`config.mk`:
```
export PLATFORM = sky130hd
export DESIGN_NAME = alu_ctrl_fsm
export DESIGN_NICKNAME = d
export VERILOG_FILES = /design/src/rtl/alu_ctrl_fsm.sv
export SDC_FILE = /design/constraint.sdc
export NUM_CORES = 1
export LEC_CHECK = 0
export BUFFER_PORTS_ARGS = -buffer_cell sky130_fd_sc_hd__buf_4
export CORE_UTILIZATION = 49
export CTS_CLUSTER_SIZE = 20
export DETAILED_ROUTE_END_ITERATION = 10
export GPL_ROUTABILITY_DRIVEN = 0
export PLACE_DENSITY = 0.89
export SLEW_MARGIN = 10
export SYNTH_ARGS = -nofsm -noshare
export SYNTH_HDL_FRONTEND = slang
export SYNTH_SLANG_ARGS = --single-unit
```
`constraint.sdc`:
```
create_clock -name clk -period 3.1 [get_ports clk]
set_input_delay 0.62 -clock clk [delete_from_list [all_inputs] [get_ports clk]]
set_output_delay 0.62 -clock clk [all_outputs]
set_load 0.1 [all_outputs]
```
`src/rtl/alu_ctrl_fsm.sv`:
```
// Three-state command controller for an external 4:1 ALU result mux.
// Latches operands on accept, presents candidate results, captures the selected one with flags.
module alu_ctrl_fsm (
    input  logic       clk,
    input  logic       rst_n,
    input  logic       in_valid,
    output logic       in_ready,
    input  logic [7:0] a,
    input  logic [7:0] b,
    input  logic [1:0] op,
    output logic [7:0] j,
    output logic [7:0] k,
    output logic [7:0] l,
    output logic [7:0] m,
    output logic [1:0] S,
    input  logic [7:0] Y,
    output logic [7:0] res,
    output logic       carry,
    output logic       zero,
    output logic       res_valid,
    input  logic       res_ready
);

    typedef enum logic [1:0] {
        StIdle = 2'b00,
        StExec = 2'b01,
        StHold = 2'b10
    } state_e;

    state_e     r_state;
    logic [7:0] r_a;
    logic [7:0] r_b;
    logic [1:0] r_op;
    logic [7:0] r_res;
    logic       r_carry;
    logic       r_zero;

    logic [8:0] w_sum;
    logic [7:0] w_diff;
    logic       w_borrow;
    logic       w_carry;

    assign w_sum    = {1'b0, r_a} + {1'b0, r_b};
    assign w_diff   = r_a - r_b;
    assign w_borrow = (r_a < r_b);

    // Flag source depends only on the latched opcode; logic ops never carry.
    always_comb begin
        w_carry = 1'b0;
        unique case (r_op)
            2'b00:   w_carry = w_sum[8];
            2'b01:   w_carry = w_borrow;
            default: w_carry = 1'b0;
        endcase
    end

    always_ff @(posedge clk or negedge rst_n) begin
        if (!rst_n) begin
            r_state <= StIdle;
            r_a     <= 8'h00;
            r_b     <= 8'h00;
            r_op    <= 2'b00;
            r_res   <= 8'h00;
            r_carry <= 1'b0;
            r_zero  <= 1'b0;
        end else begin
            unique case (r_state)
                StIdle: begin
                    if (in_valid) begin
                        r_a     <= a;
                        r_b     <= b;
                        r_op    <= op;
                        r_state <= StExec;
                    end
                end
                StExec: begin
                    r_res   <= Y;
                    r_zero  <= (Y == 8'h00);
                    r_carry <= w_carry;
                    r_state <= StHold;
                end
                StHold: begin
                    if (res_ready) begin
                        r_state <= StIdle;
                    end
                end
                default: r_state <= StIdle;
            endcase
        end
    end

    assign j         = w_sum[7:0];
    assign k         = w_diff;
    assign l         = r_a & r_b;
    assign m         = r_a | r_b;
    assign S         = r_op;
    assign res       = r_res;
    assign carry     = r_carry;
    assign zero      = r_zero;
    assign in_ready  = (r_state == StIdle);
    assign res_valid = (r_state == StHold);

endmodule

```
After elaboration in Yosys (flattened, before gate mapping). Index checks and enable logic that the tools add are counted.

Register bits: 30. Input bits: 30. Output and inout port bits: 46. Word-level logic and storage cells: 26.

Add/subtract/negate cells: 2. $lt $le $gt $ge: 1. Equal/unequal tests: 5. Muxes and demuxes: 4. Bitwise logic cells: 2. Reduce and logical (&&, ||, !) cells: 5.

Operator list (number): 8-bit by 8-bit adder with 9-bit output (1); 8-bit bitwise AND (1); 8-bit zero test (1); 8-bit < comparator (1); 8-bit bitwise OR (1); 8-bit subtractor (1); 2-bit case mux with 3 select lines (1); 2-bit by 1-bit equality test with 1-bit output (second input constant) (2); 2-bit zero test (2); 2-bit 2-to-1 mux (2); 2-bit AND reduction (2); 2-bit equality test (second input constant) (1); 2-bit by 1-bit inequality test with 1-bit output (second input constant) (1); 2-bit inequality test (second input constant) (1); 1-bit case mux with 2 select lines (1).

Logic depth before layout (Yosys ltp).
Word-level depth: 3. Mapped depth: 8. Gate-level depth less buffers: 8.

Worst setup path before layout. Ideal clock, no wire load.

Kind: reg-to-output. Start point: reg r_b[0]. End point: out j[6]. Arrival: 3.894 ns. Data required time: 2.480 ns. Setup slack: -1.414 ns. Stages on the path, launching flop included: 9. Path buffers: 0. Cells stage by stage: dfrtp_1 -> ha_1 -> inv_1 -> fa_1 -> nor2b_4 -> o31a_1 -> o21a_1 -> nor2_1 -> xnor2_1.

Word-level cells in the longest chain between the ends: 1.

RTL lines: start, declared (RTL line 32) `logic [7:0] r_b;`; start signal, assigned (RTL line 61) `r_b <= 8'h00;`; start signal, assigned (RTL line 71) `r_b <= b;`; 8-bit by 8-bit adder with 9-bit output (RTL line 43) `assign w_sum = {1'b0, r_a} + {1'b0, r_b};`; end, declared (RTL line 11) `output logic [7:0] j,`.

Every way passes these cells.

Final worst setup path.
Start point: reg r_a[0]. End point: out k[6].

Word-level cells in the longest chain between the ends: 1.

RTL lines: start, declared (RTL line 31) `logic [7:0] r_a;`; start signal, assigned (RTL line 60) `r_a <= 8'h00;`; start signal, assigned (RTL line 70) `r_a <= a;`; 8-bit subtractor (RTL line 44) `assign w_diff = r_a - r_b;`; end, declared (RTL line 12) `output logic [7:0] k,`.

Every way passes these cells.

==> metrics list <==
- The worst hold path belongs to the class primary input to asynchronous set/reset pin.
- Dividing the synthesized area by the synthesized cell count gives 9.644 um^2.
- # fillers: 274
- The share of the Yosys chip area taken by registers is 38.54%.
- Highest net fanout along the worst path: 3
- At the later pin of the worst-skew pair, clock insertion delay measures 280 ps.
- Global-route wire length before repair: 7.010 mm
- Max-slew violation count: 0
- Number of max-capacitance violations reported: 0
* Count of nets after finishing: 334
- Final Hold Fails: 0
- Worst r2r dst: carry
- Vias after detailed routing: 1640
- Mapped Nets: 258
- The die covers 0.004232 mm^2.
- The first TritonRoute pass finished after 4 iterations.
- Dividing the detail-routed via count by the number of cells gives 5.015.
- Die H: 65.06 um
- For this run, the number of Yosys warnings is 0.
- Cell with the largest stage delay on the worst path: sky130_fd_sc_hd__fa_1
- After routing, the total negative slack on setup checks comes to 0 ps.
* Cts-stage hold buffer count: 0
- The worst setup path is captured at an output pin.
- Arrival time reported for the critical path endpoint: 2410 ps
- Combined area of the multi-input logic cells: 0.001171 mm^2
- In this run, synthesis produced a sequential element count of 30.
- Area added between synthesis and finish: 44.32%
- The detailed router finished its first iteration with 71 violations.
- In this run the critical register-to-register path is launched from r_a[0].
- Counting tap cells, the placed design contains a total of 319 instances.
- Crit path cell chain: inv_1 -> ha_1 -> fa_1 -> o21bai_1 -> a21oi_2 -> o21bai_1 -> a21oi_2 -> xor2_2 -> buf_12
- Worst Path Class, Setup: flip-flop to output pin
- Row generation in the floorplan step produced 22 rows.
- In the routed design, unresolved DRC markers number 0.
* Share of post-route cells with drive strength above 1: 43.01%
- During I/O placement, the number of pins put on the boundary was 76.
- RSZ-0062 raised after global routing: yes
- Sum of routed wire length over all layers: 4.524 mm
- Synthesis produced 202 cells.
* Inserted Diodes: 0
* Via count of the first global-routing pass: 1584
* TritonCTS clock tree: built
* Min Clock Period, post-route: 3033 ps
- After clock tree synthesis, the clock-pin slew on the worst setup and hold paths is 60 ps.
- Placement-stage cell area: 0.002644 mm^2
* Clock root buffer: sky130_fd_sc_hd__clkbuf_8
* Total number of H-tree levels: 2
* Worst Hold Margin: 256.8 ps
* Port-buffer cells: 75
- Finished Layout Cells: 327
- Inserted Clock Buffers: 5
* Remaining antenna violation count: 0
- Routed wire length per instance: 13.83 um
- From left edge to right edge, the die measures 65.06 um.
- Static timing analysis puts the maximum clock frequency at 329.8 MHz.
- For the pin with the worst max-slew slack, the measured transition is 569.6 ps.
- After synthesis the cells add up to 0.001948 mm^2.
- Headroom to the max-slew limit: 62.02%
* Critical path startpoint category: flip-flop
* Final Setup Violations: 0
* Worst-case clock skew: 4.284 ps
* DP Wirelength: 3.603 mm
- The flow ran to the end, and the final reports show no timing, DRC or antenna violations.
* Largest stage delay on the critical path: 420 ps
- The number of antenna violations at the first check in global routing came to 0.
* CTS sink count: 30
* Final instance area: 0.002811 mm^2
- Overflow left after global routing: 0
- Fraction of the cycle the final worst path needs: 97.83%
- Initial standard-cell utilization of the core: 52.04%
* Area of all sequential standard cells: 750.7 um^2
* Path depth of the worst reg2reg path: 8
* Pin count of the biggest net entering global routing: 36
- Total track usage: 22.36%
* Yosys cell types: 36
- The clock passes through at most 2 buffers.
- For the worst setup path, the data required time is 2480 ps.
- The core region is 0.003744 mm^2.
* R2R Setup Slk: 840 ps
## through the flow
step / worst slack, ps / util [%]
after floorplan: -240.6 / -
after global placement: 262.9 / 70.62
after detailed placement: 176.1 / 70.62
after CTS: 10.28 / 73.66
after global routing: -33.45 / 75.10
final: 67.42 / 75.10
## sequential cells by signal, indices dropped and copies added, names as in the netlist
register	count
S	2
carry	1
r_a	8
r_b	8
r_state	2
res	8
zero	1
## routing by layer
metal	global-route usage, %	share of wire (%)	vias up
met1	25.31	40	768
li1	-	-	804
met3	5.458	5.5	10
met5	0	0	-
met4	9.239	2.4	0
met2	39.84	52	58
## worst max-delay path: cells and delay by family (launching register included)
family	cells	cell delay (ps)
compound gates	4	650
buf+inv	2	270
fa+ha+maj	2	660
xor+xnor	1	200
flops	1	350
## synth_stat cells (all sizes together)
master / count / area share [%]
nor2: 10 / 1.9
ha: 24 / 15
o41ai: 1 / 0.45
xor2: 4 / 1.8
o211ai: 1 / 0.39
dfrtp: 30 / 39
buf: 5 / 2.4
nand2b: 4 / 1.3
o21ba: 1 / 0.51
or3b: 1 / 0.45
o221ai: 1 / 0.77
fa: 2 / 2.1
nand4: 1 / 0.32
mux2: 10 / 5.8
xnor2: 6 / 2.7
nor4: 2 / 0.64
o21ai: 21 / 5.4
clkbuf: 3 / 0.58
or3: 2 / 0.71
o21a: 3 / 1.2
or4: 2 / 0.77
a21o: 1 / 0.39
nand2: 18 / 3.5
nor2b: 1 / 0.71
o31a: 1 / 0.45
inv: 32 / 6.2
or4b: 1 / 0.51
o21bai: 2 / 0.77
a21oi: 7 / 1.8
a22oi: 1 / 0.39
and2: 1 / 0.32
nor3: 1 / 0.26
a211oi: 2 / 0.77
## cells in the final DEF (no fill, tap or decap), drive strengths merged, types with 2 or more instances in the layout
| cell type | netlist | routed |
|---|---|---|
| nand2b | 4 | 4 |
| nor4 | 2 | 2 |
| ha | 24 | 24 |
| nand2 | 18 | 18 |
| mux2 | 10 | 10 |
| or4 | 2 | 2 |
| or3 | 2 | 2 |
| o21bai | 2 | 2 |
| o21ai | 21 | 21 |
| inv | 32 | 32 |
| a21oi | 7 | 7 |
| xnor2 | 6 | 6 |
| dfrtp | 30 | 30 |
| o21a | 3 | 3 |
| xor2 | 4 | 4 |
| a211oi | 2 | 2 |
| buf | 5 | 77 |
| nor2 | 10 | 10 |
| clkbuf | 3 | 7 |
| fa | 2 | 2 |
## final cells by class
| cell class | count | area share [%] |
|---|---|---|
| flip-flops and latches | 30 | 26.70 |
| repair buffers | 77 | 21.98 |
| clock buffers | 7 | 3.071 |
| clock inverters | 1 | 0.1780 |
| inverters | 32 | 4.272 |
| multi-input cells | 132 | 41.66 |
| well taps | 48 | 2.136 |
## what timing repair did
item	CTS	global route
pin swaps	0	0
buffers inserted	0	0
gates resized for setup	5	15
endpoints found under the setup margin	4	5
## how the worst max path moves through the flow
stage | start | endpoint | slack [ps] | cells after the start
after floorplan | r_b[0] | j[6] | -240 | 8
after global placement | r_a[2] | k[7] | 260 | 8
after detailed placement | r_a[1] | j[7] | 180 | 8
after CTS | r_a[1] | j[7] | 10 | 8
after global routing | r_a[0] | k[6] | -30 | 9
final | r_a[0] | k[6] | 70 | 9
## cells by family after synthesis
| kind of cell | share of synthesized area, % |
|---|---|
| AND/OR/NAND/NOR | 11.37 |
| XOR/XNOR | 4.496 |
| multiplexers | 5.780 |
| adder cells (fa/ha/maj) | 17.47 |
| buffers and inverters | 9.120 |
| flip-flops | 38.54 |
| AO/OA/AOI/OAI | 13.23 |
Power is left out: the tool's default activity adds up to more than one toggle a clock period on the data nets, which glitch-free logic cannot reach.
